--- src/rtl/audio_dma_pkg.sv ---
// Shared types and constants for the audio DMA master: FSM state encoding,
// frame layout offsets and the fixed read-only bus constants.
package audio_dma_pkg;

  typedef enum logic [2:0] {
    IDLE = 3'd0,
    RD_L = 3'd1,
    RD_R = 3'd2,
    PUSH = 3'd3,
    DONE = 3'd4
  } state_t;

  localparam logic [31:0] FRAME_STRIDE = 32'd8;
  localparam logic [31:0] RIGHT_OFS    = 32'd4;
  localparam logic [3:0]  WSTRB_READ   = 4'b0000;
  localparam logic [31:0] WDATA_IDLE   = 32'h0;

  // Frames are 8-byte aligned; the low three address bits are never used.
  function automatic logic [31:0] align_frame(input logic [31:0] a);
    return {a[31:3], 3'b000};
  endfunction

endpackage

--- src/rtl/dma_bus_reader.sv ---
// Single-word read sequencer on the CPU-side valid/ready bus. One instance
// serves both the left and the right word of each frame.
module dma_bus_reader #(
  parameter int SAMPLE_W = 24
) (
  input  logic                clk,
  input  logic                reset,
  input  logic                req,
  input  logic [31:0]         req_addr,
  output logic                ack,
  output logic [SAMPLE_W-1:0] sample,
  output logic                valid,
  output logic [31:0]         addr,
  input  logic [31:0]         rdata,
  input  logic                ready
);

  logic unused_rdata_hi;
  assign unused_rdata_hi = ^rdata[31:SAMPLE_W];

  // Handshake: a request raises valid on the next edge with addr loaded; valid
  // and addr then hold until an edge samples ready=1, which completes the read
  // (ack) and captures rdata. valid drops after that edge; ready with valid=0
  // has no effect.
  assign ack    = valid && ready;
  assign sample = rdata[SAMPLE_W-1:0];

  always_ff @(posedge clk or negedge reset) begin
    if (!reset) begin
      valid <= 1'b0;
      addr  <= '0;
    end else if (ack) begin
      valid <= 1'b0;
    end else if (req && !valid) begin
      valid <= 1'b1;
      addr  <= req_addr;
    end
  end

endmodule

--- src/rtl/audio_dma_master.sv ---
// Streams stereo frames from RAM into the ADAU audio FIFO. Define
// AUDIO_DMA_LOOP_EN to replay the buffer continuously until stop.
module audio_dma_master
  import audio_dma_pkg::*;
#(
  parameter int CNT_W    = 16,
  parameter int SAMPLE_W = 24
) (
  input  logic                  clk,
  input  logic                  reset,
  input  logic                  start,
  input  logic                  stop,
  input  logic [31:0]           base_addr,
  input  logic [CNT_W-1:0]      num_frames,
  output logic                  busy,
  output logic                  done,
  output logic [31:0]           addr,
  output logic [31:0]           wdata,
  output logic [3:0]            wstrb,
  output logic                  valid,
  input  logic [31:0]           rdata,
  input  logic                  ready,
  output logic [2*SAMPLE_W-1:0] adau_audio,
  output logic                  adau_audio_valid,
  input  logic                  adau_audio_full,
  output state_t                dbg_state
);

  state_t              state;
  logic                rd_req;
  logic [31:0]         rd_addr;
  logic                rd_ack;
  logic [SAMPLE_W-1:0] rd_sample;
  logic                issued;
  logic                stop_q;
  logic                stop_req;
  logic                accept;
  logic                last_frame;
  logic [31:0]         frame_addr;
  logic [CNT_W-1:0]    frames_q;
  logic [CNT_W-1:0]    idx;
  logic [SAMPLE_W-1:0] left_q;
`ifdef AUDIO_DMA_LOOP_EN
  logic [31:0]         base_q;
`endif

  assign wdata      = WDATA_IDLE;
  assign wstrb      = WSTRB_READ;
  assign dbg_state  = state;
  assign stop_req   = stop || stop_q;
  assign accept     = adau_audio_valid && !adau_audio_full;
  assign last_frame = (idx == frames_q - CNT_W'(1));

  // A read is launched once per RD_L/RD_R visit; the first one leaves with
  // the accepted start so the bus sees the request in the very next cycle.
  always_comb begin
    rd_req  = 1'b0;
    rd_addr = frame_addr;
    case (state)
      IDLE: begin
        if (start && num_frames != '0) begin
          rd_req  = 1'b1;
          rd_addr = align_frame(base_addr);
        end
      end
      RD_L: rd_req = !issued && !stop_req;
      RD_R: begin
        rd_req  = !issued && !stop_req;
        rd_addr = frame_addr + RIGHT_OFS;
      end
      default: rd_req = 1'b0;
    endcase
  end

  dma_bus_reader #(
    .SAMPLE_W (SAMPLE_W)
  ) u_reader (
    .clk      (clk),
    .reset    (reset),
    .req      (rd_req),
    .req_addr (rd_addr),
    .ack      (rd_ack),
    .sample   (rd_sample),
    .valid    (valid),
    .addr     (addr),
    .rdata    (rdata),
    .ready    (ready)
  );

  always_ff @(posedge clk or negedge reset) begin
    if (!reset) begin
      state            <= IDLE;
      busy             <= 1'b0;
      done             <= 1'b0;
      issued           <= 1'b0;
      stop_q           <= 1'b0;
      frame_addr       <= '0;
      frames_q         <= '0;
      idx              <= '0;
      left_q           <= '0;
      adau_audio       <= '0;
      adau_audio_valid <= 1'b0;
`ifdef AUDIO_DMA_LOOP_EN
      base_q           <= '0;
`endif
    end else begin
      done <= 1'b0;
      if (rd_req) begin
        issued <= 1'b1;
      end else if (rd_ack) begin
        issued <= 1'b0;
      end

      case (state)
        IDLE: begin
          stop_q <= 1'b0;
          if (start) begin
            busy       <= 1'b1;
            frame_addr <= align_frame(base_addr);
            frames_q   <= num_frames;
            idx        <= '0;
`ifdef AUDIO_DMA_LOOP_EN
            base_q     <= align_frame(base_addr);
`endif
            state      <= (num_frames == '0) ? DONE : RD_L;
          end
        end

        RD_L: begin
          if (stop) stop_q <= 1'b1;
          if (issued && rd_ack) begin
            left_q <= rd_sample;
            state  <= stop_req ? DONE : RD_R;
          end else if (!issued && stop_req) begin
            state <= DONE;
          end
        end

        RD_R: begin
          if (stop) stop_q <= 1'b1;
          if (issued && rd_ack) begin
            if (stop_req) begin
              state <= DONE;
            end else begin
              adau_audio       <= {left_q, rd_sample};
              adau_audio_valid <= 1'b1;
              state            <= PUSH;
            end
          end else if (!issued && stop_req) begin
            state <= DONE;
          end
        end

        // The offered frame is always delivered, even when stop is pending.
        PUSH: begin
          if (stop) stop_q <= 1'b1;
          if (accept) begin
            adau_audio_valid <= 1'b0;
            if (stop_req) begin
              state <= DONE;
            end else if (last_frame) begin
`ifdef AUDIO_DMA_LOOP_EN
              idx        <= '0;
              frame_addr <= base_q;
              state      <= RD_L;
`else
              state      <= DONE;
`endif
            end else begin
              idx        <= idx + CNT_W'(1);
              frame_addr <= frame_addr + FRAME_STRIDE;
              state      <= RD_L;
            end
          end
        end

        DONE: begin
          busy   <= 1'b0;
          done   <= 1'b1;
          stop_q <= 1'b0;
          state  <= IDLE;
        end

        default: state <= IDLE;
      endcase
    end
  end

endmodule

--- config.mk ---
export PLATFORM = sky130hd
export DESIGN_NAME = audio_dma_master
export DESIGN_NICKNAME = d
export VERILOG_FILES = /design/src/rtl/audio_dma_pkg.sv /design/src/rtl/dma_bus_reader.sv /design/src/rtl/audio_dma_master.sv
export SDC_FILE = /design/constraint.sdc
export NUM_CORES = 1
export LEC_CHECK = 0
export ABC_CLOCK_PERIOD_IN_PS = 3800
export BUFFER_PORTS_ARGS = -buffer_cell sky130_fd_sc_hd__buf_4
export CAP_MARGIN = 20
export CORE_UTILIZATION = 54
export DETAILED_ROUTE_END_ITERATION = 8
export PLACE_DENSITY = 0.77
export SYNTH_ARGS = -nofsm -noshare
export SYNTH_HDL_FRONTEND = slang
export SYNTH_SLANG_ARGS = --single-unit
--- constraint.sdc ---
create_clock -name clk -period 3.8 [get_ports clk]
set_input_delay 0.38 -clock clk [delete_from_list [all_inputs] [get_ports clk]]
set_output_delay 0.38 -clock clk [all_outputs]
set_load 0.02 [all_outputs]
==> reports/metrics.yaml, run 1 <==
status: "finished clean"
synth.largest_area_cell: "dfrtp_1"
slew_violations: 0
clock_path_buffers: 2
core-area_sq_um: 15830
leakage_nw: 5.071
crit_buf_inv: 2
cp_slowest_cell: "a2111oi_0"
hold_viol_final: 0
ctsRootBufferMaster: "clkbuf_16"
cap_violations: 0
setup_viol: 0
ys.warnings.count: 0
antenna_left: 0
cts.repair.resized: 0
die_w_um: 129.1
insertion_delay_ps: 430
num_vias: 7026
synth_compound_area_share_pct: 13.36
drc_errors: 0
synth_area_leaders: "dfrtp_1 (50%), mux2_2 (9.7%), mux2i_1 (3.9%), buf_4 (3.4%), nand2_1 (3.3%)"
synthXorXnorAreaFrac_pct: 1.706
post_cts_buffers: 0
worstPathCellList: "inv_1 -> ha_1 -> nor3b_1 -> nand3_1 -> a2111oi_0 -> o2bb2ai_1 -> nor4_4 -> buf_4 -> a211oi_1 -> o22a_1"
grt_pass1_wl_mm: 32.87
sw_frac_of_total_pct: 38.14
grt_overflow: 0
yosysTopAreaCellShare_pct: 49.59
worst_slew_pin_slew_ps: 978.2
rows: 46
synthCells: 851
drt_wl_total_mm: 20.10
synth.area.mux_share_pct: 13.57
yosysSeqAreaShare_pct: 49.59
gp_congestion: 0.8591
ys_async_sr_fraction_pct: 100.0
area_delta_synth_final_pct: 21.70
wl_met2_mm: 9.517
netlist_area_sq_um: 8730
grt_max_degree: 107
clk_pin_slew_ps: 70
crit_cells: 10
vdd_drop_max_uv: 392.5
first_global_vias: 6711
numCtsBuffers: 17
crit_required_ps: 4110
cts_sinks: 173
rsz0062_at_grt: "false"
synthDistinctLibCells: 56
worst_hold_slack_ps: 87.68
nNetsFinal: 1091
fp.dieH_um: 129.1
h-tree-depth: 4
fin_ws_ps: 506.2
n_antenna_cell: 0
track_usage_pct: 25.22
io_pins: 209
finalCritPeriodShare_pct: 86.68
clock.fmax_mhz: 303.6
switchingPower_w: 0.003023
clock_skew_ps: 10.04
cp_max_fo: 29
synth_edf_count: 0
met1_length_mm: 8.484
viasPerCell: 5.708
min_period_ps: 3294
dp_slack_ps: 583.4
cts_tree: "built"
crit_path_max_incr_delay_ps: 570
critical-path-top-delay-family: "compound AO/OA/AOI/OAI gates"
synth_top_family_by_area: "simple AND/OR/NAND/NOR gates"
pwr-share-clk_pct: 22.2
crit_start: "frames_q[0]"
r2r-end: "frame_addr[26]"
combPwrFrac_pct: 38.8
ys_ff_latch: 173
r2r_cells: 10
dr_wl_met3_mm: 1.740
crit-reg2reg-launch: "frames_q[0]"
dp_hpwl_mm: 13.62
synthAdderAreaFrac_pct: 0.4300
drt-initial-drc-count: 537
synth.most_common_cell: "dfrtp_1"
drive_gt1_share_pct: 29.36
seq_power_share_pct: 39.0
setup_tns_ps: 0
slew_headroom_pct: 34.79
startpoint_type: "flop"
wl_per_cell_um: 16.33
drt_first_pass_iters: 5
cp.arrival_ps: 3600
endpoint_kind: "flop"
antenna_found_initial: 0
synth-simple-area-share_pct: 14.98
synthFlopType: "dfrtp_1"
powerDensity_nw_per_um2: 746.2
syn_area_per_cell_sq_um: 10.26
io_buffers: 161
die-area_sq_um: 16680
crit_type: "flop to flop"
cts_hold_buf: 0
p_int_w: 0.004904
hold_path_class: "primary input to async pin"
rrSetupSlack_ps: 510
worstSetupEndpoint: "frame_addr[26]"
synth_common_cells: "dfrtp_1 (173), nand2_1 (77), mux2_2 (75)"
initial_utilization_pct: 55.15
top_layer_used: "met4"
-- power groups by stage --
stage / Combinational, W / Clock, W / Sequential, W
3_3_place_gp: 0.00302 / 0 / 0.00309
5_1_grt: 0.00341 / 0.00186 / 0.00320
3_5_place_dp: 0.00308 / 0 / 0.00312
2_1_floorplan: 0.00187 / 0 / 0.00327
4_1_cts: 0.00310 / 0.00179 / 0.00309
6_report: 0.00308 / 0.00176 / 0.00309
-- worst min-delay path by stage --
stage / end / slack (ps) / from
global route: frames_q[11] / 150 / num_frames[11]
finish: u_reader.addr[17] / 90 / reset
detailed placement: adau_audio[41] / 490 / left_q[17]
CTS: u_reader.addr[18] / 140 / reset
global placement: adau_audio[25] / 480 / left_q[1]
floorplan: adau_audio[0] / 80 / reset
-- kinds of logic after synthesis --
family,Yosys count
xor gates and xnor gates,17
DFF,173
other,1
AOI/OAI and AO/OA,186
and+or+nand+nor,262
muxes,109
adders and majority gates,3
buffers and inverters,100
-- per-layer routing --
layer | GRT usage (%) | vias to the layer above
met5 | 0 | -
met4 | 8.789 | 0
met3 | 9.042 | 32
met2 | 39.56 | 263
met1 | 32.38 | 3405
li1 | - | 3326
-- worst reg2reg max path, stage by stage, from the launching register on --
cell       delay (ps)
dfrtp_1           440
inv_1             100
ha_1              250
nor3b_1           320
nand3_1           160
a2111oi_0         570
o2bb2ai_1         200
nor4_4            410
buf_4             410
a211oi_1          100
o22a_1            220
-- flip-flops by register name, indices dropped and copies added, names as in the netlist, 3 cells and up --
signal,flops
adau_audio,48
dbg_state,3
frame_addr,29
frames_q,16
idx,16
left_q,24
u_reader.addr,31
-- cell usage in the layout, fill, tap and decap left out, types with 3 or more instances in the layout --
cell	n
buf_4	179
dfrtp_1	173
mux2_2	75
nand2_1	75
nor2_1	57
a21oi_1	54
o21ai_0	49
conb_1	36
mux2i_1	34
nor3_1	24
nand3_1	21
clkbuf_16	17
inv_1	16
a2bb2oi_1	15
nand4_1	13
nor4_1	13
xnor2_1	12
or4_1	11
o22ai_1	11
or3_1	10
o31ai_1	10
and3_1	9
a31oi_1	9
o22a_1	9
a211oi_1	8
nor2b_1	6
xor2_1	5
nand2b_1	3
a41oi_1	3
nor4b_1	3
a21o_1	3
and2_1	3
a22oi_1	3
ha_1	3
inv_6	3
clkinv_4	3
-- area by class of cell --
type	instances	area (sq um)
Fill cell	1267	5204
Clock inverter	11	132.6
Multi-Input combinational cell	613	3996
Sequential cell	173	4329
Tap cell	216	270.3
Inverter	16	60.06
Clock buffer	21	460.4
Timing Repair Buffer	181	1375
-- stage by stage --
stage	cells	power [W]	cell area [sq um]	util (%)
after global placement	1199	0.006110	10030	63.38
final	1231	0.007928	10620	67.12
after CTS	1231	0.007983	10620	67.12
after detailed placement	1199	0.006201	10030	63.38
after global routing	1231	0.008473	10620	67.12
after floorplan	886	0.005142	8861	-
Note: power is estimated with default switching activity, not from simulation.
==> inputs of run 2 (changes only) <==
==> constraint.sdc (replaced) <==
create_clock -name clk -period 3.8 [get_ports clk]
set_input_delay 0.19 -clock clk [delete_from_list [all_inputs] [get_ports clk]]
set_output_delay 0.19 -clock clk [all_outputs]
set_load 0.02 [all_outputs]
==> run 2 against run 1 <==
Register-to-register slack about the same. Total power fell by 0.15%. First-iteration DRC count grew 6.1%. Clock-buffer cell count shrank 2. Clock skew grew 0.95 ps. Critical path depth shrank 2. Flip-flop and latch count stayed put. Critical path type unchanged. Largest cell class unchanged. Largest power group is now combinational cells. Highest routed layer unchanged.
==> reports/metrics.yaml, run 2 (synthesis gave the netlist of run 1 again) <==
rsz0062_at_grt: "false"
crit_required_ps: 4090  # -20 ps
leakage_nw: 5.183  # +2.2%
crit_start: "frames_q[3]"
slew_violations: 0  # unchanged
track_usage_pct: 25.64  # +0.42 points
cts_tree: "built"
grt_max_degree: 94  # -12%
cts_hold_buf: 31  # +31
wl_per_cell_um: 16.20  # -0.80%
post_cts_buffers: 0  # unchanged
cap_violations: 0  # unchanged
crit-reg2reg-launch: "frames_q[3]"
drt-initial-drc-count: 570  # +6.1%
drt_wl_total_mm: 20.40  # +1.5%
io_pins: 209  # unchanged
drive_gt1_share_pct: 28.28  # -1.1 points
grt_pass1_wl_mm: 33.74  # +2.6%
dpl.cell_count: 1197  # -0.17%
io_buffers: 161  # unchanged
mostFrequentLayoutCell: "buf_4"
clock_skew_ps: 11.00  # +0.9546 ps
dp_hpwl_mm: 13.40  # -1.6%
layout_common_cells: "buf_4 (176), dfrtp_1 (173), mux2_2 (75), nand2_1 (75), nor2_1 (57)"
final_core_util_pct: 68.92  # +1.8 points
cts.repair.resized: 0  # unchanged
cts_sinks: 173  # unchanged
die_w_um: 129.1  # unchanged
nNetsFinal: 1120  # +2.7%
rows: 46  # unchanged
insertion_delay_ps: 430  # about the same
worst_slew_pin_slew_ps: 865.8  # -112.4 ps
viasPerCell: 5.587  # -2.1%
setup_tns_ps: 0  # unchanged
core-area_sq_um: 15830  # unchanged
antenna_found_initial: 0  # unchanged
hold_viol_final: 0  # unchanged
drt_first_pass_iters: 5  # unchanged
clock.fmax_mhz: 302.9  # -0.24%
vdd_drop_max_uv: 433.3  # +10%
clk_pin_slew_ps: 70  # about the same
cp_max_fo: 9  # -69%
num_vias: 7034  # +0.11%
ctsRootBufferMaster: "clkbuf_16"
numCtsBuffers: 17  # unchanged
startpoint_type: "flop"
clock_path_buffers: 2  # unchanged
n_antenna_cell: 0  # unchanged
regMostFlops: "adau_audio"
gp_congestion: 0.8479  # -1.3%
fp.dieH_um: 129.1  # unchanged
crit_type: "flop to flop"
h-tree-depth: 4  # unchanged
area_delta_synth_final_pct: 24.97
powerDensity_nw_per_um2: 725.6  # -2.8%
die-area_sq_um: 16680  # unchanged
finalCritPeriodShare_pct: 86.89  # +0.21 points
grt_overflow: 0  # unchanged
largest_reg_flops: 48  # unchanged
min_period_ps: 3302  # +7.793 ps
final_cells: 1259  # +2.3%
slew_headroom_pct: 42.28  # +7.5 points
status: "finished clean"
setup_viol: 0  # unchanged
top_regs: "adau_audio (48), u_reader.addr (31), frame_addr (29)"
drc_errors: 0  # unchanged
first_global_vias: 6867  # +2.3%
cp.arrival_ps: 3600  # about the same
endpoint_kind: "flop"
antenna_left: 0  # unchanged
hold_path_class: "primary input to flop"
hold_path_startpoint: "rdata[13]"
initial_utilization_pct: 55.15  # unchanged
==> run 2: changes by cell type in the layout (fill, tap and decap cells not counted), sizes merged <==
| cell | previous run | this run |
|---|---|---|
| clkbuf | 21 | 19 |
| inv | 19 | 20 |
| dlygate4sd3 | 0 | 31 |
| buf | 181 | 179 |
==> run 2: routing by layer <==
| layer | wire length (um) | vias up | share of wire (%) | GRT usage [%] |
|---|---|---|---|---|
| li1 | - | 3380 | - | - |
| met1 | 8827 | 3415 | 43 | 33.42 |
| met2 | 9745 | 217 | 48 | 40.99 |
| met3 | 1544 | 22 | 7.6 | 8.216 |
| met4 | 279 | 0 | 1.4 | 7.612 |
| met5 | 0 | - | 0 | 0 |
==> run 2: worst paths after layout <==
| check | cells after the start | end | slack, ps |
|---|---|---|---|
| max | 8 | frame_addr[4] | 500 |
| min | 2 | adau_audio[13] | 10 |
| max in group asynchronous | 3 | u_reader.addr[3] | 2440 |
| min in group asynchronous | 2 | u_reader.addr[15] | 430 |
| min reg2reg | 1 | adau_audio[24] | 500 |
| max reg2reg | 8 | frame_addr[4] | 500 |
==> run 2: metrics by stage <==
step           cell area, sq um  setup slack [ps]  total power, W  hold WS, ps
6_report                  10910             498.4        0.007916        12.15
3_3_place_gp              10030             581.0        0.006104        339.5
2_1_floorplan              8861             995.0        0.005142       -105.6
3_5_place_dp              10030             498.9        0.006196        340.2
4_1_cts                   10910             488.0        0.007955       0.4179
5_1_grt                   10910             69.48        0.008461      0.01957
==> run 2: where the power goes <==
| part | internal (W) | switching, W |
|---|---|---|
| registers | 0.00250 | 0.000589 |
| clock network | 0.000973 | 0.000741 |
| logic | 0.00141 | 0.00170 |
==> run 2: final cells by class <==
| class | count | area, sq um |
|---|---|---|
| fill | 1222 | 4918 |
| inverter | 16 | 60.06 |
| sequential | 173 | 4329 |
| clock buffer | 19 | 432.9 |
| tap | 216 | 270.3 |
| multi-input combinational | 613 | 3996 |
| timing repair buffer | 210 | 1683 |
| clock inverter | 12 | 137.6 |
==> run 2: critical path, stage by stage (launching register included) <==
cell and delay [ps]:
dfrtp_1 460, or4_4 580, or3_1 350, nor4_1 320, o2111ai_2 200, nor4_4 540
nand2b_1 380, buf_4 240, o21ai_0 100
